==> config.mk <==
export PLATFORM = sky130hd
export DESIGN_NAME = bus_arbiter
export DESIGN_NICKNAME = d
export VERILOG_FILES = /design/src/rtl/bus_arbiter_pkg.sv /design/src/rtl/bus_arbiter_rr_picker.sv /design/src/rtl/bus_arbiter.sv
export SDC_FILE = /design/constraint.sdc
export NUM_CORES = 1
export LEC_CHECK = 0
export ABC_CLOCK_PERIOD_IN_PS = 1600
export CORE_AREA = 2 2 126 128
export DETAILED_ROUTE_END_ITERATION = 8
export DIE_AREA = 0 0 128 130
export GPL_TIMING_DRIVEN = 0
export PLACE_DENSITY = 0.62
export SYNTH_ARGS = -nofsm -noshare
export SYNTH_HDL_FRONTEND = slang
export SYNTH_SLANG_ARGS = --single-unit
==> constraint.sdc <==
create_clock -name clk -period 1.6 [get_ports clk]
set_input_delay 0.32 -clock clk [delete_from_list [all_inputs] [get_ports clk]]
set_output_delay 0.32 -clock clk [all_outputs]
set_load 0.01 [all_outputs]
==> src/rtl/bus_arbiter_pkg.sv <==
// Shared types for the memory-bus arbiter slice.
//   word_t      : 32-bit bus address / data word
//   wstrobe_t   : per-byte write strobes, all-zero means read
//   arb_state_t : arbiter FSM state
package bus_arbiter_pkg;

    typedef logic [31:0] word_t;
    typedef logic [3:0]  wstrobe_t;

    typedef enum logic {
        ARB_IDLE = 1'b0,
        ARB_BUSY = 1'b1
    } arb_state_t;

    localparam word_t DEFAULT_ERROR_WORD = 32'hDEAD_BEEF;

endpackage

==> src/rtl/bus_arbiter_rr_picker.sv <==
// Round-robin picker: given a request vector and the index of the last owner,
// returns the next owner scanning last+1, last+2, ... modulo N.
//   req_i    : request vector
//   last_i   : index of the previous owner
//   onehot_o : one-hot of the chosen requester (zero when none)
//   idx_o    : index of the chosen requester (zero when none)
//   any_o    : at least one request present
module rr_picker
    import bus_arbiter_pkg::*;
#(
    parameter  int N  = 2,
    localparam int IW = (N > 1) ? $clog2(N) : 1
) (
    input  logic [N-1:0]  req_i,
    input  logic [IW-1:0] last_i,
    output logic [N-1:0]  onehot_o,
    output logic [IW-1:0] idx_o,
    output logic          any_o
);

    logic [IW-1:0] cand;

    always_comb begin
        onehot_o = '0;
        idx_o    = '0;
        any_o    = 1'b0;
        cand     = '0;
        // k runs 1..N so the last owner is considered only after everyone else.
        for (int k = 1; k <= N; k++) begin
            cand = IW'((int'(last_i) + k) % N);
            if (!any_o && req_i[cand]) begin
                any_o          = 1'b1;
                idx_o          = cand;
                onehot_o[cand] = 1'b1;
            end
        end
    end

endmodule

==> src/rtl/bus_arbiter.sv <==
// N-master to 1-slave valid/ready bus arbiter with round-robin grant, a single
// outstanding transaction and an optional slave timeout that answers the
// master with ERROR_WORD.
//   clk, reset (async, active-low)
//   m_valid/m_ready/m_address/m_wstrobe/m_wdata/m_rdata : per-master channel
//   m_irq         : broadcast copy of s_irq
//   s_valid/s_ready/s_address/s_wstrobe/s_wdata/s_rdata : slave channel
//   s_irq         : slave interrupt
//   grant         : index of the current or last owner
//   timeout       : one-cycle pulse when a transaction is aborted
//   timeout_count : saturating number of aborts
module bus_arbiter
    import bus_arbiter_pkg::*;
#(
    parameter  int    N_MASTERS      = 2,
    parameter  int    TIMEOUT_CYCLES = 0,
    parameter  word_t ERROR_WORD     = DEFAULT_ERROR_WORD,
    localparam int    GW             = (N_MASTERS > 1) ? $clog2(N_MASTERS) : 1
) (
    input  logic                    clk,
    input  logic                    reset,
    input  logic [N_MASTERS-1:0]    m_valid,
    output logic [N_MASTERS-1:0]    m_ready,
    input  word_t [N_MASTERS-1:0]   m_address,
    input  wstrobe_t [N_MASTERS-1:0] m_wstrobe,
    input  word_t [N_MASTERS-1:0]   m_wdata,
    output word_t [N_MASTERS-1:0]   m_rdata,
    output logic [N_MASTERS-1:0]    m_irq,
    output logic                    s_valid,
    input  logic                    s_ready,
    output word_t                   s_address,
    output wstrobe_t                s_wstrobe,
    output word_t                   s_wdata,
    input  word_t                   s_rdata,
    input  logic                    s_irq,
    output logic [GW-1:0]           grant,
    output logic                    timeout,
    output logic [7:0]              timeout_count
);

    localparam bit          TIMEOUT_EN  = (TIMEOUT_CYCLES != 0);
    localparam logic [31:0] TIMER_LIMIT = TIMEOUT_EN ? 32'(TIMEOUT_CYCLES - 1) : 32'd0;

    arb_state_t             state_q, state_d;
    logic [GW-1:0]          grant_q, grant_d;
    logic [GW-1:0]          last_q, last_d;
    logic [N_MASTERS-1:0]   owner_q, owner_d;
    logic [31:0]            timer_q, timer_d;
    logic [7:0]             tocnt_q, tocnt_d;

    logic [N_MASTERS-1:0]   pick_onehot;
    logic [GW-1:0]          pick_idx;
    logic                   pick_any;
    logic                   done;
    word_t                  done_data;

    rr_picker #(.N(N_MASTERS)) u_picker (
        .req_i    (m_valid),
        .last_i   (last_q),
        .onehot_o (pick_onehot),
        .idx_o    (pick_idx),
        .any_o    (pick_any)
    );

    always_ff @(posedge clk or negedge reset) begin
        if (!reset) begin
            state_q <= ARB_IDLE;
            grant_q <= '0;
            last_q  <= GW'(N_MASTERS - 1);
            owner_q <= '0;
            timer_q <= '0;
            tocnt_q <= '0;
        end else begin
            state_q <= state_d;
            grant_q <= grant_d;
            last_q  <= last_d;
            owner_q <= owner_d;
            timer_q <= timer_d;
            tocnt_q <= tocnt_d;
        end
    end

    always_comb begin
        state_d   = state_q;
        grant_d   = grant_q;
        last_d    = last_q;
        owner_d   = owner_q;
        timer_d   = timer_q;
        tocnt_d   = tocnt_q;
        s_valid   = 1'b0;
        s_address = '0;
        s_wstrobe = '0;
        s_wdata   = '0;
        done      = 1'b0;
        done_data = '0;
        timeout   = 1'b0;
        unique case (state_q)
            ARB_IDLE: begin
                // s_ready is deliberately not looked at here: a late
                // completion after an abort must not reach any master.
                if (pick_any) begin
                    state_d = ARB_BUSY;
                    grant_d = pick_idx;
                    last_d  = pick_idx;
                    owner_d = pick_onehot;
                    timer_d = '0;
                end
            end
            ARB_BUSY: begin
                s_valid   = |(m_valid & owner_q);
                s_address = m_address[grant_q];
                s_wstrobe = m_wstrobe[grant_q];
                s_wdata   = m_wdata[grant_q];
                if (!s_valid) begin
                    // Owner withdrew its request: drop it silently.
                    state_d = ARB_IDLE;
                    timer_d = '0;
                end else if (s_ready) begin
                    // Completion has priority over a coincident expiry.
                    done      = 1'b1;
                    done_data = s_rdata;
                    state_d   = ARB_IDLE;
                end else if (TIMEOUT_EN && (timer_q == TIMER_LIMIT)) begin
                    done      = 1'b1;
                    done_data = ERROR_WORD;
                    timeout   = 1'b1;
                    state_d   = ARB_IDLE;
                    if (tocnt_q != 8'hFF) begin
                        tocnt_d = tocnt_q + 8'd1;
                    end
                end else begin
                    timer_d = timer_q + 32'd1;
                end
            end
            default: state_d = ARB_IDLE;
        endcase
    end

    always_comb begin
        m_ready = '0;
        m_rdata = '0;
        for (int i = 0; i < N_MASTERS; i++) begin
            if (done && owner_q[i]) begin
                m_ready[i] = 1'b1;
                m_rdata[i] = done_data;
            end
        end
    end

    assign m_irq         = {N_MASTERS{s_irq}};
    assign grant         = grant_q;
    assign timeout_count = tocnt_q;

endmodule

==> results by group, run 1 <==
Outcome
  – Status: finished with violations
  – Failing checks: negative setup slack

Synth
  – Mapped Area: 0.00241 sq mm
  – Top-area cell type share of the netlist area: 0.301
  – Largest area contributor in the netlist: nor3b_2
  – Syn avg cell area: 9.14 sq um
  – Seq/Total Area, Yosys: 0.0524
  – Synth area leaders: nor3b_2, mux2i_1, nor2b_1
  – Post-Syn Instances: 264
  – Yosys cell types: 20
  – Ys Warns: 0
  – Yosys reg bits: 5

Min path
  – Hold Crit Class: in -> async

CTS
  – H-tree level count: 1
  – Clock sinks: 5
  – Hold_buf cts: 0
  – Worst skew pair latency: 0.23 ns
  – TritonCTS clock tree: built
  – Root Driver: clkbuf_16
  – CTS Buf Count: 3
  – Clk slew on worst S/H paths: 0.03 ns
  – Max clock buf depth: 2

Floorplan
  – Core Rows: 46
  – Initial Util: 0.156
  – Die height: 130 microns
  – I/O pins: 321
  – Core Area: 0.0154 sq mm
  – Die X: 128 microns
  – Total die area: 0.0166 sq mm

Setup path
  – Slowest Stage Delay on Critical Path: 0.42 ns
  – Crit. End Element: output pin
  – Capturing point of the worst reg2reg path: grant
  – Reg2reg start: grant
  – Crit start category: flip-flop
  – Reg2Reg Setup Slack: 0.26 ns
  – Crit path cell chain: nand3_4, buf_12, clkbuf_16, nor3b_2, buf_2
  – Worst r2r path cells: 6
  – WP data required: 1.28 ns
  – CP Data Arrival Time: 1.49 ns
  – Setup Crit Path Kind: reg -> out
  – Slowest stage cell, crit path: dfrtp_2
  – CP Max Fanout: 7

Finish
  – Fillcell total: 1550
  – Layout cells sized above 1: 0.472
  – Post-Layout Inst Area: 0.00637 sq mm
  – Area delta synth->final: 164%
  – Diode count: 0
  – Layout Cells excl Fill: 825
  – Area of the multi-input gates: 0.00216 sq mm
  – Final design utilization: 0.413
  – Reg area: 130 sq um
  – Final net count: 808

Place
  – Area after DPL: 0.00579 sq mm
  – Placed insts: 774
  – Buffers on Ports: 310
  – Hpwl dp: 10100 microns
  – Gpl congestion: 0.719

GRT
  – Largest net degree at the start of global routing: 14
  – Vias in the first global route: 3387
  – First-pass GRT wire length: 17900 microns
  – Total track usage: 0.134
  – GRT overflow: 0
  – Initial antenna violation count: 0

Power
  – Leak: 2.91 nW
  – Max VDD drop: 550 uV
  – Overall Power: 7.20 mW
  – Pwr per Cell Area: 1130 mW/mm^2

Drt
  – Vias post-DR: 3336
  – WL final: 12900 microns
  – DR WL/cell: 15.6 microns
  – DRC: 0
  – Via density: 4.04
  – Antenna viol nets, final: 0
  – DRT iter0 DRCs: 30
  – Drt first pass iters: 4

Timing
  – Fin. Hold Viols: 0
  – Fin Hold WS: 0.321 ns
  – Setup Viol. Count Final: 135
  – Worst setup margin: -0.215 ns
  – RSZ-0062 raised after global routing: yes
  – Slew Limit Fails: 0
  – Max Clk Rate: 0.551 GHz
  – Final min period: 1.81 ns
  – Layout Skew: 0.00115 ns
  – Fin crit share: 1.13

Job
  – Max-cap violations: 0
cell usage after synthesis, drive strengths merged:
master   count
a21oi        2
nor2         3
conb         1
mux2i       69
nand3        2
o22ai        1
buf         32
a2bb2oi      2
nor3b       64
a22oi        1
nor2b       71
dfstp        1
dfrtp        4
nand2b       3
clkbuf       7
a22o         1
kinds of logic (layout without fill, tap and decap cells):
family | Yosys count | after routing | synth area share
muxes | 69 | 69 | 0.286
and+or+nand+nor | 143 | 143 | 0.520
other | 1 | 9 | 0.00155
AOI/OAI and AO/OA | 7 | 7 | 0.0239
buffers and inverters | 39 | 400 | 0.116
DFF | 5 | 5 | 0.0524
metrics by stage:
stage	setup TNS (ns)	setup slack, ns
2_1_floorplan	0	0.138
3_3_place_gp	-82.78	-0.890
3_5_place_dp	-86.97	-0.940
4_1_cts	-15.67	-0.209
5_1_grt	-25.41	-0.296
6_report	-17.14	-0.215
layer usage:
| metal | up-vias | part of all wire | track usage |
|---|---|---|---|
| li1 | 1635 | - | - |
| met1 | 1508 | 0.35 | 0.144 |
| met2 | 187 | 0.56 | 0.271 |
| met3 | 6 | 0.083 | 0.0295 |
| met4 | 0 | 0.0078 | 0.0187 |
| met5 | - | 0 | 0 |
worst max-delay path by stage:
stage / cells after the start / end / slack [ns] / from
after floorplan: 5 / s_wdata[22] / 0.14 / grant
after global placement: 5 / m_rdata[26] / -0.89 / m_valid[1]
after detailed placement: 5 / m_rdata[26] / -0.94 / m_valid[1]
after CTS: 5 / m_rdata[43] / -0.21 / state_q
after global routing: 5 / m_rdata[28] / -0.30 / owner_q[0]
final: 5 / m_rdata[28] / -0.21 / owner_q[0]
worst max-delay path: cells and delay by family (launching register included):
family,cells,cell delay (ns)
simple gates,2,0.35
flops,1,0.42
buf+inv,3,0.50
final cells by class:
type | instances | area share
plain buffers | 37 | 0.0829
clock buffers | 4 | 0.0124
well taps | 192 | 0.0377
repair buffers | 359 | 0.508
multi-input cells | 228 | 0.339
flip-flops and latches | 5 | 0.0204
state kept, by name (all words and copies together) (netlist names):
register / cells
state_q: 1
last_q: 1
grant: 1
owner_q: 2
layout by cell type (no fill, tap or decap), types with 2 or more instances in the layout:
| master | count |
|---|---|
| buf_12 | 16 |
| nor3b_4 | 7 |
| nor3b_1 | 2 |
| buf_4 | 21 |
| clkdlybuf4s15_2 | 19 |
| dlygate4sd2_1 | 2 |
| buf_6 | 25 |
| nor3b_2 | 55 |
| clkbuf_8 | 9 |
| nand2b_1 | 3 |
| clkbuf_16 | 11 |
| dfrtp_2 | 3 |
| buf_8 | 8 |
| buf_2 | 114 |
| a2bb2oi_1 | 2 |
| mux2i_1 | 68 |
| a21oi_4 | 2 |
| nand3_4 | 2 |
| clkdlybuf4s50_1 | 171 |
| conb_1 | 9 |
| nor2b_1 | 71 |
power by group:
part / switching (mW) / leakage (nW) / internal (mW)
Clock: 0.0823 / 0.0382 / 0.330
Sequential: 0.0705 / 0.0542 / 0.207
Combinational: 2.72 / 2.82 / 3.79
what timing repair did:
| action | in CTS | in global routing |
|---|---|---|
| buffers inserted | 26 | 12 |
| pin swaps | 11 | 9 |
| endpoints found under the setup margin | 135 | 136 |
| gates resized for setup | 610 | 57 |
| gates cloned | 4 | 7 |
Note: power is estimated with default switching activity, not from simulation.
==> inputs of run 2 (changes only) <==
- CAP_MARGIN: not set -> 30
- GPL_TIMING_DRIVEN: 0 -> not set
- SLEW_MARGIN: not set -> 5
==> results by group, run 2 (same netlist as run 1, synthesis figures left out) <==
Finish
  – Final net count: 786
  – Diode count: 0
  – Top reg by flops: owner_q
  – Area delta synth->final: 151%
  – Leading cell type in the layout, fill and taps excluded: clkdlybuf4s50_1
  – Highest-count cells in the layout ignoring fill and taps: clkdlybuf4s50_1, buf_2, nor2b_1
  – Reg area: 134 sq um
  – Largest register FFs: 2
  – Layout cells sized above 1: 0.468
  – Area of the multi-input gates: 0.00218 sq mm
  – Fillcell total: 1558

Drt
  – Vias post-DR: 3333
  – Via density: 4.15
  – DRT iter0 DRCs: 38
  – DRC: 0
  – WL final: 13500 microns
  – Antenna viol nets, final: 0
  – DR WL/cell: 16.8 microns
  – Drt first pass iters: 4

Place
  – Gpl congestion: 0.697
  – Pre-CTS setup slack: -0.806 ns
  – Hpwl dp: 9390 microns
  – Buffers on Ports: 308

Timing
  – Final min period: 1.77 ns
  – Fin. Hold Viols: 0
  – Fin crit share: 1.11
  – Max Clk Rate: 0.563 GHz
  – Setup Viol. Count Final: 135
  – RSZ-0062 raised after global routing: yes
  – Layout Skew: 0.000360 ns
  – Slew Limit Fails: 0
  – Worst setup margin: -0.175 ns

GRT
  – Vias in the first global route: 3231
  – Initial antenna violation count: 0
  – Largest net degree at the start of global routing: 34
  – First-pass GRT wire length: 18200 microns
  – Total track usage: 0.140
  – GRT overflow: 0

Power
  – Leak: 2.80 nW
  – Max VDD drop: 365 uV
  – Sequential power share: 0.050
  – Clock power frac: 0.060
  – Logic pwr share: 0.890
  – Internal Power: 3.98 mW
  – Psw: 2.92 mW
  – Pwr per Cell Area: 1140 mW/mm^2
  – Overall Power: 6.90 mW
  – Sw Share: 0.423

Floorplan
  – Core Rows: 46
  – Die X: 128 microns
  – Core Area: 0.0154 sq mm
  – Die height: 130 microns
  – I/O pins: 321
  – Initial Util: 0.156
  – Total die area: 0.0166 sq mm

CTS
  – Worst skew pair latency: 0.23 ns
  – Root Driver: clkbuf_16
  – TritonCTS clock tree: built
  – Clk slew on worst S/H paths: 0.03 ns
  – CTS Buf Count: 3
  – H-tree level count: 1
  – Max clock buf depth: 2
  – Clock sinks: 5

Outcome
  – Failing checks: negative setup slack
  – Status: finished with violations

Setup path
  – Setup Crit Path Kind: reg -> out
  – Slowest stage cell, crit path: dfrtp_2
  – WP data required: 1.28 ns
  – CP Data Arrival Time: 1.45 ns
  – Crit start category: flip-flop
  – Slowest Stage Delay on Critical Path: 0.43 ns
  – Crit path cell chain: nand3_4, buf_12, buf_16, nor3b_2, buf_2
  – Crit. End Element: output pin
  – CP Max Fanout: 8

Min path
  – Hold Crit Class: in -> async

Job
  – Max-cap violations: 0
## run 2: cell count changes in the layout (fill, tap and decap cells not counted), moves of 3 or more
cell / delta
clkbuf_16: -3
buf_4: -7
buf_8: -5
clkbuf_8: -9
clkdlybuf4s15_2: -17
buf_2: +20
nor3b_2: +3
buf_16: +7
buf_12: -3
## run 2: path summary, 6_finish.rpt
| check | startpoint | endpoint | slack, ns | cells after the start |
|---|---|---|---|---|
| worst max-delay path | state_q | m_rdata[21] | -0.17 | 5 |
| worst min-delay path | reset | grant | 0.33 | 1 |
| worst max register to register | grant | grant | 0.27 | 5 |
| worst min register to register | last_q | last_q | 0.48 | 1 |
| max in group asynchronous | reset | last_q | 1.00 | 1 |
| min in group clk | last_q | last_q | 0.48 | 1 |
## run 2: stage by stage
step	TNS (ns)	utilization	cells	hold slack, ns	cell area [sq um]
3_5_place_dp	-65.18	0.371	749	0.476	5720
2_1_floorplan	0	-	272	0.0244	2440
5_1_grt	-23.33	0.393	803	0.351	6070
3_3_place_gp	-63.40	0.371	749	0.472	5720
4_1_cts	-17.56	0.379	792	0.341	5850
6_report	-15.54	0.393	803	0.331	6070
## run 2: power groups by stage
stage          registers [mW]  logic [mW]  clock network (mW)
6_report                0.347        6.14               0.411
5_1_grt                 0.357        6.55               0.436
4_1_cts                 0.328        5.86               0.419
3_5_place_dp            0.343        5.20                   0
3_3_place_gp            0.347        5.15                   0
2_1_floorplan           0.253        2.79                   0
## run 2: routing by layer
layer	up-vias	GRT usage	share of wire	routed length (microns)
li1	1603	-	-	-
met1	1516	0.149	0.35	4690
met4	0	0.0291	0.019	258
met5	-	0	0	0
met3	16	0.0402	0.091	1230
met2	198	0.274	0.54	7330
## run 2: timing repair
item                       in CTS  in global routing
pin swaps                       5                 16
resized for setup             587                 39
hold buffers                    0                  0
setup endpoints to repair     136                136
gates cloned                   11                  6
setup buffers                  28                  9
## run 2: layout make-up
cell class	count	share of cell area
Clock buffer	4	0.0130
Multi-Input combinational cell	228	0.360
Sequential cell	5	0.0221
Tap cell	192	0.0396
Timing Repair Buffer	374	0.566
## run 2: worst max-delay path, delay by kind of cell (launching register included)
family	cells	cell delay (ns)
buf+inv	3	0.47
simple gates	2	0.32
flops	1	0.43
==> inputs of run 3 (changes only) <==
- CTS_CLUSTER_SIZE: not set -> 12
==> results of run 3 <==
Final layout, timing and power as in run 2 (identical DEF).
